===== config.mk =====
export PLATFORM = sky130hd
export DESIGN_NAME = toy_bus_mem_slv_bridge_flat
export DESIGN_NICKNAME = d
export VERILOG_FILES = /design/src/rtl/toy_bus_mem_slv_bridge_if.sv /design/src/rtl/toy_bus_mem_slv_bridge.sv /design/src/flat_wrapper.sv
export SDC_FILE = /design/constraint.sdc
export NUM_CORES = 1
export LEC_CHECK = 0
export CORE_MARGIN = 2
export CORE_UTILIZATION = 40
export DETAILED_ROUTE_END_ITERATION = 8
export PLACE_DENSITY = 0.68
export SLEW_MARGIN = 10
export SYNTH_ARGS = -nofsm -noshare
export SYNTH_HDL_FRONTEND = slang
export SYNTH_SLANG_ARGS = --single-unit

===== constraint.sdc =====
create_clock -name clk -period 3 [get_ports clk]
set_input_delay 0.6 -clock clk [delete_from_list [all_inputs] [get_ports clk]]
set_output_delay 0.6 -clock clk [all_outputs]
set_load 0.05 [all_outputs]

===== src/rtl/toy_bus_mem_slv_bridge_if.sv =====
// ToyBus request/ack port plus single-port SRAM port of the memory slave bridge.
// The slave modport is the bridge's view; the master modport is the network/SRAM side.
interface toy_bus_mem_slv_bridge_if #(
  parameter int ADDR_W = 32,
  parameter int DATA_W = 32,
  parameter int ID_W   = 4,
  parameter int MEM_AW = 27
);
  localparam int STRB_W = DATA_W / 8;

  logic              req_vld;
  logic              req_rdy;
  logic [ADDR_W-1:0] req_addr;
  logic [STRB_W-1:0] req_strb;
  logic [DATA_W-1:0] req_data;
  logic              req_opcode;
  logic [ID_W-1:0]   req_src_id;
  logic [ID_W-1:0]   req_tgt_id;

  logic              ack_vld;
  logic              ack_rdy;
  logic              ack_opcode;
  logic [DATA_W-1:0] ack_data;
  logic [ID_W-1:0]   ack_src_id;
  logic [ID_W-1:0]   ack_tgt_id;

  logic              mem_en;
  logic [MEM_AW-1:0] mem_addr;
  logic [DATA_W-1:0] mem_rd_data;
  logic [DATA_W-1:0] mem_wr_data;
  logic [STRB_W-1:0] mem_wr_byte_en;
  logic              mem_wr_en;

  modport slave (
    input  req_vld, req_addr, req_strb, req_data, req_opcode, req_src_id, req_tgt_id,
    output req_rdy,
    output ack_vld, ack_opcode, ack_data, ack_src_id, ack_tgt_id,
    input  ack_rdy,
    output mem_en, mem_addr, mem_wr_data, mem_wr_byte_en, mem_wr_en,
    input  mem_rd_data
  );

  modport master (
    output req_vld, req_addr, req_strb, req_data, req_opcode, req_src_id, req_tgt_id,
    input  req_rdy,
    input  ack_vld, ack_opcode, ack_data, ack_src_id, ack_tgt_id,
    output ack_rdy,
    input  mem_en, mem_addr, mem_wr_data, mem_wr_byte_en, mem_wr_en,
    output mem_rd_data
  );
endinterface


===== src/rtl/toy_bus_mem_slv_bridge.sv =====
// ToyBus request to synchronous SRAM slave bridge with configurable read latency,
// credit-gated in-order ack FIFO and optional write acks.
module toy_bus_mem_slv_bridge #(
  parameter int              ADDR_W    = 32,
  parameter int              DATA_W    = 32,
  parameter int              ID_W      = 4,
  parameter int              MEM_AW    = 27,
  parameter int              RD_LAT    = 1,
  parameter int              ACK_DEPTH = 4,
  parameter bit              WR_ACK    = 1'b0,
  parameter logic [ID_W-1:0] NODE_ID   = '0
) (
  input logic clk,
  input logic rst_n,
  toy_bus_mem_slv_bridge_if.slave bus
);
  localparam int CNT_W = $clog2(ACK_DEPTH + 1);
  localparam int PTR_W = (ACK_DEPTH > 1) ? $clog2(ACK_DEPTH) : 1;
  localparam int ENT_W = 1 + DATA_W + ID_W;

  // Handshakes: a transfer happens on a cycle where valid && ready; a raised
  // valid keeps its payload stable until that cycle, and ready never looks at valid.
  logic             accept;
  logic             ackreq;
  logic             ack_fire;
  logic [CNT_W-1:0] cnt_q, cnt_d;

  logic [RD_LAT-1:0] pv_q;
  logic [RD_LAT-1:0] pop_q;
  logic [ID_W-1:0]   pid_q [RD_LAT];

  logic [ENT_W-1:0] fifo_q [ACK_DEPTH];
  logic [PTR_W-1:0] wr_ptr_q, rd_ptr_q;
  logic [CNT_W-1:0] fcnt_q, fcnt_d;
  logic             fifo_empty;
  logic             push, pop;

  logic              out_vld;
  logic [DATA_W-1:0] out_data;
  logic [ENT_W-1:0]  out_ent;
  logic [ENT_W-1:0]  ack_ent;
  logic              unused_bits;

  function automatic logic [PTR_W-1:0] ptr_inc(input logic [PTR_W-1:0] p);
    return (p == PTR_W'(ACK_DEPTH - 1)) ? '0 : p + 1'b1;
  endfunction

  assign bus.req_rdy = (cnt_q < CNT_W'(ACK_DEPTH));
  assign accept      = bus.req_vld && bus.req_rdy;
  assign ackreq      = accept && (!bus.req_opcode || WR_ACK);

  assign bus.mem_en         = accept;
  assign bus.mem_addr       = bus.req_addr[MEM_AW+1:2];
  assign bus.mem_wr_data    = bus.req_data;
  assign bus.mem_wr_byte_en = bus.req_strb;
  assign bus.mem_wr_en      = bus.req_opcode;

  assign unused_bits = ^{bus.req_tgt_id, bus.req_addr};

  // SRAM data is only meaningful in the cycle the matching meta stage leaves the pipe.
  assign out_vld  = pv_q[RD_LAT-1];
  assign out_data = pop_q[RD_LAT-1] ? '0 : bus.mem_rd_data;
  assign out_ent  = {pop_q[RD_LAT-1], out_data, pid_q[RD_LAT-1]};

  assign fifo_empty = (fcnt_q == '0);

  always_comb begin
    bus.ack_vld = 1'b0;
    ack_ent     = '0;
    if (!fifo_empty) begin
      bus.ack_vld = 1'b1;
      ack_ent     = fifo_q[rd_ptr_q];
    end else if (out_vld) begin
      bus.ack_vld = 1'b1;
      ack_ent     = out_ent;
    end
  end

  assign {bus.ack_opcode, bus.ack_data, bus.ack_tgt_id} = ack_ent;
  assign bus.ack_src_id = NODE_ID;

  assign ack_fire = bus.ack_vld && bus.ack_rdy;
  // The credit bound keeps fcnt_q <= ACK_DEPTH, so push never hits a full FIFO.
  assign push     = out_vld && (!fifo_empty || !bus.ack_rdy);
  assign pop      = !fifo_empty && bus.ack_rdy;

  always_comb begin
    cnt_d = cnt_q;
    if (ackreq && !ack_fire)      cnt_d = cnt_q + 1'b1;
    else if (!ackreq && ack_fire) cnt_d = cnt_q - 1'b1;
  end

  always_comb begin
    fcnt_d = fcnt_q;
    if (push && !pop)      fcnt_d = fcnt_q + 1'b1;
    else if (pop && !push) fcnt_d = fcnt_q - 1'b1;
  end

  always_ff @(posedge clk or negedge rst_n) begin
    if (!rst_n) begin
      cnt_q    <= '0;
      pv_q     <= '0;
      pop_q    <= '0;
      wr_ptr_q <= '0;
      rd_ptr_q <= '0;
      fcnt_q   <= '0;
      for (int i = 0; i < RD_LAT; i++) pid_q[i] <= '0;
      for (int i = 0; i < ACK_DEPTH; i++) fifo_q[i] <= '0;
    end else begin
      cnt_q    <= cnt_d;
      fcnt_q   <= fcnt_d;
      pv_q[0]  <= ackreq;
      pop_q[0] <= bus.req_opcode;
      pid_q[0] <= bus.req_src_id;
      for (int i = 1; i < RD_LAT; i++) begin
        pv_q[i]  <= pv_q[i-1];
        pop_q[i] <= pop_q[i-1];
        pid_q[i] <= pid_q[i-1];
      end
      if (push) begin
        fifo_q[wr_ptr_q] <= out_ent;
        wr_ptr_q         <= ptr_inc(wr_ptr_q);
      end
      if (pop) rd_ptr_q <= ptr_inc(rd_ptr_q);
    end
  end
endmodule

===== src/flat_wrapper.sv =====
// flat-port wrapper written by rule: the top's interface ports become plain ports
module toy_bus_mem_slv_bridge_flat 
#(
  parameter int              ADDR_W    = 32,
  parameter int              DATA_W    = 32,
  parameter int              ID_W      = 4,
  parameter int              MEM_AW    = 27,
  parameter int              RD_LAT    = 1,
  parameter int              ACK_DEPTH = 4,
  parameter bit              WR_ACK    = 1'b0,
  parameter logic [ID_W-1:0] NODE_ID   = '0
)
  (clk, rst_n, bus_req_vld, bus_req_addr, bus_req_strb, bus_req_data, bus_req_opcode, bus_req_src_id, bus_req_tgt_id, bus_req_rdy, bus_ack_vld, bus_ack_opcode, bus_ack_data, bus_ack_src_id, bus_ack_tgt_id, bus_ack_rdy, bus_mem_en, bus_mem_addr, bus_mem_wr_data, bus_mem_wr_byte_en, bus_mem_wr_en, bus_mem_rd_data);
  toy_bus_mem_slv_bridge_if #(.ADDR_W(ADDR_W), .DATA_W(DATA_W), .ID_W(ID_W), .MEM_AW(MEM_AW)) bus_i ();
  input logic clk;
  input logic rst_n;
  input wire logic [$bits(bus_i.req_vld)-1:0] bus_req_vld;
  input wire logic [$bits(bus_i.req_addr)-1:0] bus_req_addr;
  input wire logic [$bits(bus_i.req_strb)-1:0] bus_req_strb;
  input wire logic [$bits(bus_i.req_data)-1:0] bus_req_data;
  input wire logic [$bits(bus_i.req_opcode)-1:0] bus_req_opcode;
  input wire logic [$bits(bus_i.req_src_id)-1:0] bus_req_src_id;
  input wire logic [$bits(bus_i.req_tgt_id)-1:0] bus_req_tgt_id;
  output wire logic [$bits(bus_i.req_rdy)-1:0] bus_req_rdy;
  output wire logic [$bits(bus_i.ack_vld)-1:0] bus_ack_vld;
  output wire logic [$bits(bus_i.ack_opcode)-1:0] bus_ack_opcode;
  output wire logic [$bits(bus_i.ack_data)-1:0] bus_ack_data;
  output wire logic [$bits(bus_i.ack_src_id)-1:0] bus_ack_src_id;
  output wire logic [$bits(bus_i.ack_tgt_id)-1:0] bus_ack_tgt_id;
  input wire logic [$bits(bus_i.ack_rdy)-1:0] bus_ack_rdy;
  output wire logic [$bits(bus_i.mem_en)-1:0] bus_mem_en;
  output wire logic [$bits(bus_i.mem_addr)-1:0] bus_mem_addr;
  output wire logic [$bits(bus_i.mem_wr_data)-1:0] bus_mem_wr_data;
  output wire logic [$bits(bus_i.mem_wr_byte_en)-1:0] bus_mem_wr_byte_en;
  output wire logic [$bits(bus_i.mem_wr_en)-1:0] bus_mem_wr_en;
  input wire logic [$bits(bus_i.mem_rd_data)-1:0] bus_mem_rd_data;
  assign bus_i.req_vld = bus_req_vld;
  assign bus_i.req_addr = bus_req_addr;
  assign bus_i.req_strb = bus_req_strb;
  assign bus_i.req_data = bus_req_data;
  assign bus_i.req_opcode = bus_req_opcode;
  assign bus_i.req_src_id = bus_req_src_id;
  assign bus_i.req_tgt_id = bus_req_tgt_id;
  assign bus_req_rdy = bus_i.req_rdy;
  assign bus_ack_vld = bus_i.ack_vld;
  assign bus_ack_opcode = bus_i.ack_opcode;
  assign bus_ack_data = bus_i.ack_data;
  assign bus_ack_src_id = bus_i.ack_src_id;
  assign bus_ack_tgt_id = bus_i.ack_tgt_id;
  assign bus_i.ack_rdy = bus_ack_rdy;
  assign bus_mem_en = bus_i.mem_en;
  assign bus_mem_addr = bus_i.mem_addr;
  assign bus_mem_wr_data = bus_i.mem_wr_data;
  assign bus_mem_wr_byte_en = bus_i.mem_wr_byte_en;
  assign bus_mem_wr_en = bus_i.mem_wr_en;
  assign bus_i.mem_rd_data = bus_mem_rd_data;
  toy_bus_mem_slv_bridge #(.ADDR_W(ADDR_W), .DATA_W(DATA_W), .ID_W(ID_W), .MEM_AW(MEM_AW), .RD_LAT(RD_LAT), .ACK_DEPTH(ACK_DEPTH), .WR_ACK(WR_ACK), .NODE_ID(NODE_ID)) u_core (.clk(clk), .rst_n(rst_n), .bus(bus_i));
endmodule

==> impl_metrics.json, run 1 <==
{
  "max_freq_ghz": 0.3501,
  "first_global_vias": 5692,
  "clock_sinks": 164,
  "vias": 4988,
  "drive_gt1_frac": 0.4330,
  "num-nets-final": 788,
  "final_area_mm2": 0.01050,
  "slew-limit-headroom": 0.5373,
  "slew_violations": 0,
  "synthArstFlopShare": 1.000,
  "synth-seq-cells": 164,
  "path_clk_slew_ns": 0.06,
  "arrival_ns": 2.26,
  "port_buffers": 81,
  "gp_congestion": 0.6934,
  "place_hpwl_um": 12170,
  "hold_violations": 0,
  "synth_top_area_frac": 0.4611,
  "synthToLayoutAreaGrowth_pct": 17.94,
  "worstSetupPathType": "reg -> out",
  "synth_edf_count": 0,
  "drc": 0,
  "synthFlopType": "dfrtp_1",
  "dpl_cell_area_mm2": 0.009910,
  "num_io_pins": 221,
  "worst-path-buf-inv": 2,
  "numCtsBuffers": 17,
  "ys_types": 23,
  "die_h_um": 153.2,
  "synth_area_per_cell_um2": 13.80,
  "floorplan.initialDensity": 0.4079,
  "leakagePower_nw": 4.666,
  "drtAntennaViolNets": 0,
  "crit_family": "flip-flops",
  "power_density_mw_per_mm2": 1350,
  "first_iter_violations": 257,
  "startpoint_type": "flop",
  "grt_max_degree": 76,
  "finalCriticalPeriod_ns": 2.856,
  "grt_usage": 0.1701,
  "rows": 54,
  "setup_tns_ns": 0,
  "yosys-top-cells-area": "dfrtp_1, mux2_4, mux4_2",
  "clock_path_buffers": 2,
  "skew_ns": 0.006069,
  "syn_area_mm2": 0.008901,
  "worstPathRequired_ns": 2.40,
  "slowest_delay_ns": 0.68,
  "yosys.area.top_type": "dfrtp_1",
  "grt_setup_unrepaired": "false",
  "grt_pass1_wl_um": 31370,
  "worstMarginPinSlew_ns": 0.6941,
  "hold_class": "in -> async",
  "die_w_um": 153.2,
  "ys_top_cells_by_count": "dfrtp_1, mux2_4, nand2_1",
  "root_buffer": "clkbuf_16",
  "end_kind": "output pin",
  "ctsHoldBuffers": 0,
  "crit_path_max_fanout": 15,
  "finalCritPeriodShare": 0.9520,
  "cts_setup_buffers": 0,
  "yosys.cell_count.top_type": "dfrtp_1",
  "wl_per_cell_um": 19.82,
  "setup_viol": 0,
  "grt-ovfl-total": 0,
  "peakVddDrop_uv": 800.6,
  "netlist_instances": 645,
  "cp_cell_sequence": "buf_12 > mux4_2 > nand2_1 > nand2_1 > buf_12",
  "firstDrtPassIters": 4,
  "antenna_found_initial": 0,
  "core_mm2": 0.02182,
  "clk_latency_ns": 0.43,
  "viasPerCell": 5.201,
  "nFillCells": 1868,
  "cts_tree": "built",
  "antenna_cells": 0,
  "htreeDepth": 4,
  "crit_path_top_delay_cell": "dfrtp_2",
  "status": "completed",
  "maxCapViolations": 0,
  "ys_seq_area_frac": 0.4611,
  "synth_warnings": 0,
  "wl_um": 19010,
  "cts_resized": 0,
  "fp.dieArea_mm2": 0.02346
}
-- registers in the layout, indices dropped and copies added (netlist names) --
register         flops
u_core.pid_q         4
u_core.cnt_q         3
u_core.fcnt_q        3
u_core.wr_ptr_q      2
u_core.rd_ptr_q      2
u_core.pop_q         1
u_core.fifo_q      148
u_core.out_vld       1
-- logic make-up after synthesis --
logic type / count (synthesis) / synth area share
AOI/OAI and AO/OA: 5 / 0.008153
xor gates and xnor gates: 6 / 0.005905
adders and majority gates: 9 / 0.01434
buffers and inverters: 110 / 0.08701
DFF: 164 / 0.4611
muxes: 191 / 0.3391
other: 1 / 0.0004213
and+or+nand+nor: 159 / 0.08406
-- layout by cell type (no fill, tap or decap), types with 17 or more instances in the layout --
| cell | synthesis | final |
|---|---|---|
| mux2_2 | 34 | 34 |
| buf_12 | 0 | 40 |
| clkdlybuf4s50_1 | 0 | 42 |
| buf_4 | 69 | 21 |
| mux2_4 | 120 | 120 |
| nor2b_1 | 35 | 34 |
| mux4_2 | 37 | 37 |
| nand3_1 | 37 | 37 |
| clkbuf_16 | 0 | 17 |
| nand2_1 | 80 | 80 |
| dfrtp_1 | 164 | 161 |
-- per-stage QoR --
| step | power [mW] | setup WS [ns] | util | cells | hold slack (ns) |
|---|---|---|---|---|---|
| after floorplan | 9.151 | 0.3496 | - | 648 | 0.3044 |
| after global placement | 11.86 | 0.3610 | 0.4541 | 927 | 0.4836 |
| after detailed placement | 12.08 | 0.3509 | 0.4541 | 927 | 0.4899 |
| after CTS | 14.30 | 0.07479 | 0.4810 | 959 | 0.2062 |
| after global routing | 14.86 | 0.009508 | 0.4810 | 959 | 0.2307 |
| final | 14.17 | 0.1440 | 0.4810 | 959 | 0.1735 |
-- power breakdown --
part           internal, mW  switching (mW)
clock                  1.27           0.879
sequential             3.28           0.761
combinational          4.22            3.77
total                  8.76            5.41
-- per-layer routing --
layer	part of all wire	wire, um	GRT usage	vias up
li1	-	-	-	2202
met1	0.44	8280	0.2201	2617
met2	0.51	9665	0.2866	136
met3	0.040	767	0.03686	33
met4	0.016	297	0.05379	0
met5	0	0	0	-
-- final timing paths --
check,start,end,slack (ns),cells past startpoint
setup / recovery,u_core.rd_ptr_q[0],bus_ack_data[17],0.14,5
hold / removal,rst_n,u_core.fifo_q[48],0.17,1
setup reg to reg,u_core.fcnt_q[0],u_core.fcnt_q[2],0.64,8
hold reg to reg,u_core.fifo_q[47],u_core.fifo_q[47],0.50,1
max in group asynchronous,rst_n,u_core.fifo_q[29],1.99,2
min in group clk,u_core.fifo_q[47],u_core.fifo_q[47],0.50,1
-- final cells by class --
cell class,count,area (um2),share of cell area
clock buffers,20,456.7,0.04350
clock inverters,12,131.4,0.01251
inverters,5,18.77,0.001788
multi-input cells,374,4043,0.3851
flip-flops and latches,164,4108,0.3913
well taps,280,350.3,0.03337
repair buffers,104,1390,0.1324
(Power assumes the default switching activity.)
==> run 2, diff against run 1 <==
--- a/config.mk
+++ b/config.mk
@@ -5,8 +5,10 @@
 export SDC_FILE = /design/constraint.sdc
 export NUM_CORES = 1
 export LEC_CHECK = 0
+export ABC_AREA = 0
 export CORE_MARGIN = 2
 export CORE_UTILIZATION = 40
+export CTS_CLUSTER_DIAMETER = 150
 export DETAILED_ROUTE_END_ITERATION = 8
 export PLACE_DENSITY = 0.68
 export SLEW_MARGIN = 10
==> results of run 2 <==
The final DEF is identical to that of run 1; final timing and power are the same.
